===== config.mk =====
export PLATFORM = sky130hd
export DESIGN_NAME = crcu_rst_seq
export DESIGN_NICKNAME = d
export VERILOG_FILES = /design/src/rtl/crcu_rst_seq.sv
export SDC_FILE = /design/constraint.sdc
export NUM_CORES = 1
export LEC_CHECK = 0
export ABC_AREA = 1
export BUFFER_PORTS_ARGS = -buffer_cell sky130_fd_sc_hd__buf_2
export CAP_MARGIN = 20
export CORE_ASPECT_RATIO = 1.25
export CORE_MARGIN = 2
export CORE_UTILIZATION = 51
export CTS_CLUSTER_SIZE = 30
export DETAILED_ROUTE_END_ITERATION = 6
export GPL_ROUTABILITY_DRIVEN = 0
export PLACE_DENSITY_LB_ADDON = 0.2
export SLEW_MARGIN = 10
export SYNTH_ARGS = -nofsm -noshare
export SYNTH_HDL_FRONTEND = slang
export SYNTH_SLANG_ARGS = --single-unit

===== constraint.sdc =====
create_clock -name CRCU_CLK -period 2.1 [get_ports CRCU_CLK]
set_input_delay 0.105 -clock CRCU_CLK [delete_from_list [all_inputs] [get_ports CRCU_CLK]]
set_output_delay 0.105 -clock CRCU_CLK [all_outputs]
set_load 0.05 [all_outputs]

===== src/rtl/crcu_rst_seq.sv =====
// crcu_rst_seq: multi-channel reset controller. Channels release in index
// order after power-on. Each channel also accepts timed software reset pulses
// and has its own enable, assertion mode, polarity and hold length.

// One reset channel: POR/WAIT_PREV -> HOLD -> RELEASE -> IDLE, and back to
// HOLD on a software request.
module crcu_rst_ch #(
   parameter int SYNC_STAGES = 2,
   parameter bit FIRST       = 1'b0
) (
   input  logic        clk,
   input  logic        rst_n,
   input  logic [31:0] ctl,
   input  logic        sw_req,
   input  logic        prev_ok,   // predecessor released or disabled
   output logic        rst_out,
   output logic        busy,
   output logic        done,
   output logic        ok_out     // this channel counts as done for the next one
);
   localparam int SW = $clog2(SYNC_STAGES + 1);

   typedef enum logic [2:0] {S_POR, S_WAIT_PREV, S_HOLD, S_RELEASE, S_IDLE} state_t;

   state_t        state_q, state_d;
   logic [7:0]    hold_q, hold_d, hold_ld;
   logic [SW-1:0] sync_q, sync_d;
   logic          done_q, done_d;
   logic          en, async_m, pol, act, eff;
   logic          unused_ctl;

   assign en         = ctl[0];
   assign async_m    = ctl[1];
   assign pol        = ctl[2];
   assign hold_ld    = (ctl[15:8] == 8'd0) ? 8'd1 : ctl[15:8];
   assign unused_ctl = ^{ctl[31:16], ctl[7:3]};

   // State, counters and the release pulse; reset puts ch0 in POR, others waiting.
   always_ff @(posedge clk or negedge rst_n) begin
      if (!rst_n) begin
         state_q <= FIRST ? S_POR : S_WAIT_PREV;
         hold_q  <= 8'd0;
         sync_q  <= '0;
         done_q  <= 1'b0;
      end else begin
         state_q <= state_d;
         hold_q  <= hold_d;
         sync_q  <= sync_d;
         done_q  <= done_d;
      end
   end

   // Next state; a disabled channel drops to IDLE silently from anywhere.
   always_comb begin
      state_d = state_q;
      hold_d  = hold_q;
      sync_d  = sync_q;
      done_d  = 1'b0;
      if (!en) begin
         state_d = S_IDLE;
      end else begin
         case (state_q)
            S_POR: begin
               state_d = S_HOLD;
               hold_d  = hold_ld;
            end
            S_WAIT_PREV: begin
               if (prev_ok) begin
                  state_d = S_HOLD;
                  hold_d  = hold_ld;
               end
            end
            S_HOLD: begin
               if (hold_q <= 8'd1) begin
                  state_d = S_RELEASE;
                  sync_d  = SW'(SYNC_STAGES);
               end else begin
                  hold_d = hold_q - 8'd1;
               end
            end
            S_RELEASE: begin
               if (sync_q <= SW'(1)) begin
                  state_d = S_IDLE;
                  done_d  = 1'b1;
               end else begin
                  sync_d = sync_q - SW'(1);
               end
            end
            S_IDLE: begin
               if (sw_req) begin
                  state_d = S_HOLD;
                  hold_d  = hold_ld;
               end
            end
            default: state_d = S_IDLE;
         endcase
      end
   end

   // Only assertion may bypass the flops (async SW path); release is always registered.
   assign act     = (state_q != S_IDLE);
   assign eff     = en & (act | (async_m & sw_req & ~act));
   assign rst_out = pol ? eff : ~eff;
   assign busy    = en & act;
   assign done    = done_q;
   assign ok_out  = done_q | (~en & prev_ok);
endmodule

module crcu_rst_seq #(
   parameter int NUM_CH      = 4,
   parameter int SYNC_STAGES = 2
) (
   input  logic                   CRCU_CLK,
   input  logic                   CRCU_RST,
   input  logic [32*NUM_CH-1:0]   rst_ctl_reg,
   input  logic [NUM_CH-1:0]      sw_rst_req,
   output logic [NUM_CH-1:0]      rst_out,
   output logic [NUM_CH-1:0]      rst_busy,
   output logic [NUM_CH-1:0]      rst_done
);
   // ok_chain[i] is "everything before channel i has released"; disabled
   // channels pass it straight through, so runs of them cost no cycles.
   logic [NUM_CH:0] ok_chain;
   logic            unused_tail;

   assign ok_chain[0] = 1'b1;
   assign unused_tail = ok_chain[NUM_CH];

   for (genvar g = 0; g < NUM_CH; g++) begin : g_ch
      crcu_rst_ch #(
         .SYNC_STAGES (SYNC_STAGES),
         .FIRST       (g == 0)
      ) u_ch (
         .clk     (CRCU_CLK),
         .rst_n   (CRCU_RST),
         .ctl     (rst_ctl_reg[32*g +: 32]),
         .sw_req  (sw_rst_req[g]),
         .prev_ok (ok_chain[g]),
         .rst_out (rst_out[g]),
         .busy    (rst_busy[g]),
         .done    (rst_done[g]),
         .ok_out  (ok_chain[g+1])
      );
   end
endmodule


# Yosys cells after proc, flatten, opt, wreduce, memory -nomap -nowiden
# Cells that the tools add are included.
[word_totals] reg_bits=56 out_inout_bits=12 elab_cells=221 input_bits=134
[op_classes] reduce_logical=29 n_addsub=8 n_eq_ne=54 bitwise=36 magnitude_cmp=8 muxes=70
[op_table] cell="8-bit 2-to-1 mux" count=15
[op_table] cell="8-bit one-hot mux with 4 select lines" count=3
[op_table] cell="3-bit 2-to-1 mux" count=19
[op_table] cell="3-bit one-hot mux with 5 select lines" count=3
[op_table] cell="8-bit by 1-bit <= comparator with 1-bit output, second input constant" count=4
[op_table] cell="8-bit zero test" count=4
[op_table] cell="4-bit AND reduction" count=8
[op_table] cell="8-bit by 1-bit subtractor with 8-bit output, second input constant" count=4
[op_table] cell="3-bit by 2-bit inequality test with 1-bit output, second input constant" count=10
[op_table] cell="3-bit inequality test, second input constant" count=9
[op_table] cell="2-bit inequality test, second input constant" count=13
[op_table] cell="3-bit by 2-bit equality test with 1-bit output, second input constant" count=8
[op_table] cell="8-bit one-hot mux with 3 select lines" count=1
[op_table] cell="1-bit bitwise AND" count=18
[op_table] cell="1-bit 2-to-1 mux" count=16
[op_table] cell="2-bit 2-to-1 mux" count=8
[op_table] cell="2-bit one-hot mux with 2 select lines" count=4
[op_table] cell="5-bit AND reduction" count=3
[op_table] cell="3-bit by 1-bit equality test with 1-bit output, second input constant" count=4
[op_table] cell="3-bit equality test, second input constant" count=4
[op_table] cell="3-bit zero test" count=4
[op_table] cell="2-bit by 1-bit inequality test with 1-bit output, second input constant" count=6
[op_table] cell="3-bit one-hot mux with 4 select lines" count=1
[op_table] cell="4-bit nonzero test" count=3
[op_table] cell="8 further kinds" count=33

# Logic depth before layout (Yosys ltp)
[logic_depth] depth_word=9 ltp_mapped=12 depth_no_buf=12

# By module
# Synthesis repeated with hierarchy kept, for this count alone.
[hier_totals] hier_cells=672 area_unflattened_um2=4257.8
[by_module_without_submodules] module="crcu_rst_ch (g_ch[1].u_ch ...)" instances=2 cells_each=165 area_per_inst_um2=1056.0 seq_area_each_um2=351.6
[by_module_without_submodules] module="crcu_rst_ch (g_ch[0].u_ch)" instances=1 cells_each=174 area_per_inst_um2=1098.6 seq_area_each_um2=350.3
[by_module_without_submodules] module="crcu_rst_ch (g_ch[3].u_ch)" instances=1 cells_each=167 area_per_inst_um2=1043.5 seq_area_each_um2=351.6
[by_module_without_submodules] module="crcu_rst_seq" instances=1 cells_each=1 area_per_inst_um2=3.8 seq_area_each_um2=0.0

# Worst setup path after synthesis
# OpenSTA, ideal clock, no wires.
[synth_path] kind="register -> register" start="register g_ch[1].u_ch.hold_q[0]" end="register g_ch[1].u_ch.hold_q[1]" required_ns=1.981 period_less_slack_ns=1.584 slack_ns=0.516 t_arrival_ns=1.464 stages_incl_launch_ff=11 setup_ns=0.119 path_cell_list="dfrtp_1 -> inv_1 -> ha_1 -> nor2_1 -> nor3_1 -> nand3_2 -> nand2_2 -> nor2_4 -> buf_6 -> nand2_1 -> o21ai_2"
[synth_via] elab_chain_cells=3
[synth_rtl] element="start, declared" line_no="26" source="logic [7:0] hold_q, hold_d, hold_ld;"
[synth_rtl] element="start signal, assigned" line_no="47" source="hold_q <= hold_d;"
[synth_rtl] element="8-bit by 1-bit subtractor with 8-bit output / 8-bit by 1-bit <= comparator with 1-bit output (equally long branches)" line_no="78, 74"
[synth_rtl] element="8-bit 2-to-1 mux / 2-bit inequality test (equally long branches)"
[synth_rtl] element="8-bit one-hot mux with 4 select lines / 5-bit AND reduction (equally long branches)"
# Parallel ways exist; a longest one is shown, timed or not. The select of a mux whose other input is x is not followed.
# A chain may end at the register's enable or synchronous reset.

# Worst setup path in the final report
[layout_path] start="register g_ch[2].u_ch.hold_q[0]" end="register g_ch[2].u_ch.hold_q[2]"
[layout_via] elab_chain_cells=3
[layout_rtl] element="start, declared" line_no="26"
[layout_rtl] element="start signal, assigned" line_no="47"
[layout_rtl] element="8-bit by 1-bit subtractor with 8-bit output / 8-bit by 1-bit <= comparator with 1-bit output (equally long branches)" line_no="78, 74"
[layout_rtl] element="8-bit 2-to-1 mux / 2-bit inequality test (equally long branches)"
[layout_rtl] element="8-bit one-hot mux with 4 select lines / 5-bit AND reduction (equally long branches)"
# Parallel ways exist; a longest one is shown, timed or not. The select of a mux whose other input is x is not followed.

==> results.rst <==
.. list-table::
   :header-rows: 1

   * - Metric
     - Value
   * - Status
     - finished, final reports clean
   * - Signal arrival time at the worst endpoint
     - ~2 ns
   * - Ranking of synthesized cells by area
     - sky130_fd_sc_hd__dfrtp_1 (32%), sky130_fd_sc_hd__nand2_1 (17%), sky130_fd_sc_hd__inv_1 (7.6%), sky130_fd_sc_hd__nor2_1 (6.3%), sky130_fd_sc_hd__nand3_1 (5.8%)
   * - Non-filler instance count after layout
     - between 700 and 800
   * - Capturing element type of the critical path
     - flip-flop
   * - Switching power total
     - 2800 uW
   * - Critical Path Most Common Cell
     - sky130_fd_sc_hd__nand2_1
   * - Transition at the pin with the smallest max-transition slack
     - around 0.43 ns
   * - Setup repair after global routing missed its margin
     - no
   * - Ys async rst share
     - 1.00
   * - Half-perimeter wire length of the detailed placement result
     - 6790 um
   * - Ports placed on the boundary
     - between 100 and 150
   * - Effective utilization at floorplan
     - 0.526
   * - Leading post-synthesis cells by instance count
     - sky130_fd_sc_hd__nand2_1 (184), sky130_fd_sc_hd__inv_1 (84), sky130_fd_sc_hd__nor2_1 (69)
   * - P&R area growth vs syn
     - 9.83%
   * - Number of DRC violations after detailed-routing iteration 0
     - between 100 and 150
   * - Overall via count from detail_route
     - between 3k and 4k
   * - Most instantiated library cell after synthesis
     - sky130_fd_sc_hd__nand2_1
   * - Maximum number of buffers from clock root to sink
     - 2
   * - Antenna violation net count after detailed routing
     - 0
   * - Die width
     - 84.4 um
   * - Fraction of final layout cells with drive strength greater than 1
     - 0.174
   * - Reg power frac
     - 0.336
   * - Time the worst path needs with I/O delays and setup
     - approximately 1.8 ns
   * - Area of all sequential standard cells
     - 1410 sq um
   * - Overall track demand over capacity in global routing
     - 0.206
   * - Detail-routed net length per standard cell
     - around 11 um
   * - Total congestion overflow
     - 0
   * - Number of enable flip-flop cells after synthesis
     - 0
   * - Wire length of the first global-routing pass
     - 15,400 um
   * - Data required, critical path
     - approximately 2.3 ns
   * - Routing layer with the top usage in global route
     - met2
   * - Total power of the final layout
     - between 5000 and 6000 uW
   * - Main synth FF type
     - sky130_fd_sc_hd__dfrtp_1
   * - Worst reg2reg startpoint
     - g_ch[2].u_ch.hold_q[0]$_DFFE_PN0P_
   * - Post-route worst hold slack
     - 0.0349 ns
   * - Chain of cells forming the critical path
     - inv_1, ha_1, inv_1, nand2_1, nand3_1, nor2_1, nand2_1, nand2_1, nor2_2, buf_4, nand2_1, o21ai_2
   * - Worst reg2reg path endpoint
     - g_ch[2].u_ch.hold_q[2]$_DFFE_PN0P_
   * - Remaining design rule violation count
     - 0
   * - Worst-path fanout max
     - 11
   * - Register-to-register setup slack
     - between 0.2 and 0.3 ns
   * - Worst slack at placement
     - 0.273 ns
   * - Cell Int Power
     - 2850 uW
   * - Routed Wire Length
     - 8680 um
   * - CTS H-tree lvls
     - 2
   * - Total negative setup slack
     - 0 ns
   * - Number of inserted filler cells in the final layout
     - about 780
   * - Full die area
     - slightly below 9000 sq um
   * - Post-synth cell types
     - 33
   * - Portion of the post-synthesis area used by sequential elements
     - 0.341
   * - Number of buffers inserted to repair setup after CTS
     - 0
   * - Net Sw Frac
     - 0.495
   * - Final Hold Violating Endpoints
     - 0
   * - Antenna violations before repair
     - 0
   * - Delay contributed by the slowest stage of the critical path
     - between 0.4 and 0.5 ns
   * - Hold buffers post-CTS
     - 1
   * - Number of failing setup endpoints in the final timing report
     - 0
   * - Final clock skew
     - roughly 0.010 ns
   * - Fin worst setup slack
     - 0.268 ns
   * - Startpoint types
     - flip-flop
   * - Timing-limited maximum frequency
     - roughly 550 MHz
   * - Number of global-route vias before repair
     - approximately 3.8k
   * - Pin count of the biggest net entering global routing
     - 52
   * - Inst Count DP
     - roughly 750
   * - Synthesized cell area
     - 4130 sq um
   * - Leakage component of the power
     - around 0.0024 uW
   * - Critical path buffer and inverter count
     - 3
   * - Type of the worst min-delay path
     - in2reg
   * - Cell with the largest stage delay on the worst path
     - sky130_fd_sc_hd__dfrtp_1
   * - Fraction of power consumed by the clock network
     - 0.110
   * - Post-cts resize count
     - 0
   * - Startpoint of the most critical hold path
     - rst_ctl_reg[32]
   * - Avg Cell Area, Syn
     - ~6.7 sq um
   * - Number of placement rows
     - 36
   * - Input/output buffers
     - just over 60
   * - Vert. Die Dim
     - 105 um
   * - Number of instances in the synthesized netlist
     - ~600
   * - Peak ir drop on the vdd network
     - roughly 590 uV
   * - Library cell used as clock root buffer
     - sky130_fd_sc_hd__clkbuf_8
   * - Total power density per cell area
     - approximately 1200 nW/um^2
   * - Total Nets Final
     - 812
   * - Max-slew headroom
     - 0.713
   * - Classification of the worst setup path
     - reg2reg
   * - Area of the core region
     - between 7000 and 8000 sq um
   * - Final critical-path share of the clock period
     - 0.872
   * - Total inserted antenna cells
     - 0
   * - TritonCTS buffer count
     - 5
   * - Number of cells on the worst hold path
     - 3
   * - Max-capacitance violation count
     - 0
   * - Met3 demand-to-capacity share in global routing
     - 0.0237
   * - Footprint of the multi-input gates
     - about 2200 sq um
   * - Crit path max-delay family
     - simple AND/OR/NAND/NOR gates
   * - Post-synth top area cell
     - sky130_fd_sc_hd__dfrtp_1
   * - Number of warnings printed during yosys synthesis
     - 0
   * - Synthesized Nets
     - between 700 and 800
   * - Met2 Resource Use GR
     - 0.382
   * - CTS tree
     - built
   * - Register-to-Register Path Depth
     - 12
   * - Routed vias/inst
     - 5.12
   * - Max-slew violation count
     - 0
   * - Comb pwr share
     - 0.554
   * - Hold Path Sink
     - g_ch[1].u_ch.state_q[0]$_DFFE_PN1P_
   * - Met1 global-route usage
     - 0.249
   * - Area share of the largest cell type after synthesis
     - 0.322
   * - Clock input transition at the sequential cells of the worst setup and hold paths
     - roughly 0.1 ns
   * - Number of flip-flops and latches in the synthesized netlist
     - 56
   * - Iteration count of the initial detailed-routing pass
     - 4
   * - Clock latency on the worst-skew pair
     - a little over 0.3 ns
   * - Clock Sinks
     - 56
==> power by group through the flow <==
stage | Clock (uW) | Combinational (uW) | Sequential [uW]
after global routing | 679 | 3630 | 1960
after global placement | 0 | 3030 | 1900
final | 622 | 3130 | 1900
after CTS | 639 | 3150 | 1890
after floorplan | 0 | 2650 | 1830
after detailed placement | 0 | 3140 | 1910
==> cell type report <==
type | instances | share of cell area
Multi-Input combinational cell | 449 | 0.490
Sequential cell | 56 | 0.310
Timing Repair Buffer | 67 | 0.0806
Inverter | 87 | 0.0721
Tap cell | 95 | 0.0262
Clock buffer | 7 | 0.0191
Clock inverter | 1 | 0.00166
==> state kept, by name, indices dropped and copies added, names as in the netlist <==
signal / count
g_ch.u_ch.hold_q: 32
g_ch.u_ch.state_q: 12
g_ch.u_ch.sync_q: 8
g_ch.u_ch.done: 4
==> layout by cell type, fill, tap and decap left out, types with 4 or more instances in the layout <==
cell	instances
sky130_fd_sc_hd__a21oi_1	10
sky130_fd_sc_hd__buf_2	61
sky130_fd_sc_hd__buf_4	4
sky130_fd_sc_hd__clkbuf_8	6
sky130_fd_sc_hd__dfrtp_1	53
sky130_fd_sc_hd__ha_1	12
sky130_fd_sc_hd__inv_1	84
sky130_fd_sc_hd__nand2_1	184
sky130_fd_sc_hd__nand2_2	7
sky130_fd_sc_hd__nand3_1	48
sky130_fd_sc_hd__nand4_1	5
sky130_fd_sc_hd__nor2_1	69
sky130_fd_sc_hd__nor2_2	5
sky130_fd_sc_hd__nor2_4	6
sky130_fd_sc_hd__nor3_1	14
sky130_fd_sc_hd__o21ai_0	42
sky130_fd_sc_hd__o21ai_2	15
sky130_fd_sc_hd__o21bai_1	4
sky130_fd_sc_hd__xor2_1	6
==> worst max path at each step <==
stage / startpoint / endpoint / cells past startpoint
after floorplan: g_ch[1].u_ch.hold_q[0]$_DFFE_PN0P_ / g_ch[1].u_ch.hold_q[1]$_DFFE_PN0P_ / 10
after global placement: g_ch[2].u_ch.hold_q[0]$_DFFE_PN0P_ / g_ch[2].u_ch.hold_q[5]$_DFFE_PN0P_ / 12
after detailed placement: g_ch[2].u_ch.hold_q[1]$_DFFE_PN0P_ / g_ch[2].u_ch.hold_q[5]$_DFFE_PN0P_ / 12
after CTS: g_ch[2].u_ch.hold_q[0]$_DFFE_PN0P_ / g_ch[2].u_ch.hold_q[5]$_DFFE_PN0P_ / 12
after global routing: g_ch[2].u_ch.hold_q[1]$_DFFE_PN0P_ / g_ch[2].u_ch.hold_q[2]$_DFFE_PN0P_ / 12
final: g_ch[2].u_ch.hold_q[0]$_DFFE_PN0P_ / g_ch[2].u_ch.hold_q[2]$_DFFE_PN0P_ / 12
==> per-layer routing <==
| layer | up-vias | part of all wire | wire length, um |
|---|---|---|---|
| met2 | 66 | 0.51 | 4410 |
| met3 | 7 | 0.039 | 340 |
| met5 | - | 0 | 0 |
| met4 | 0 | 0.0088 | 76 |
| li1 | 2029 | - | - |
| met1 | 1798 | 0.44 | 3840 |
==> through the flow <==
step | util | area, sq um
after floorplan | - | 4130
after global placement | 0.565 | 4430
after detailed placement | 0.565 | 4430
after CTS | 0.578 | 4530
after global routing | 0.578 | 4530
final | 0.578 | 4530
==> kinds of logic (layout without fill, tap and decap cells) <==
| group | Yosys count | after routing | synth area share |
|---|---|---|---|
| AOI/OAI and AO/OA | 85 | 85 | 0.125 |
| xor gates and xnor gates | 6 | 6 | 0.0127 |
| adders and majority gates | 12 | 12 | 0.0364 |
| buffers and inverters | 108 | 162 | 0.121 |
| DFF | 56 | 56 | 0.341 |
| muxes | 2 | 2 | 0.00485 |
| and+or+nand+nor | 344 | 344 | 0.359 |
==> tightest hold or removal path, stage by stage <==
cell and delay [ns]:
sky130_fd_sc_hd__buf_2 0.14, sky130_fd_sc_hd__nand2_1 0.07, sky130_fd_sc_hd__nor2_1 0.04
Note: power is estimated with default switching activity, not from simulation.
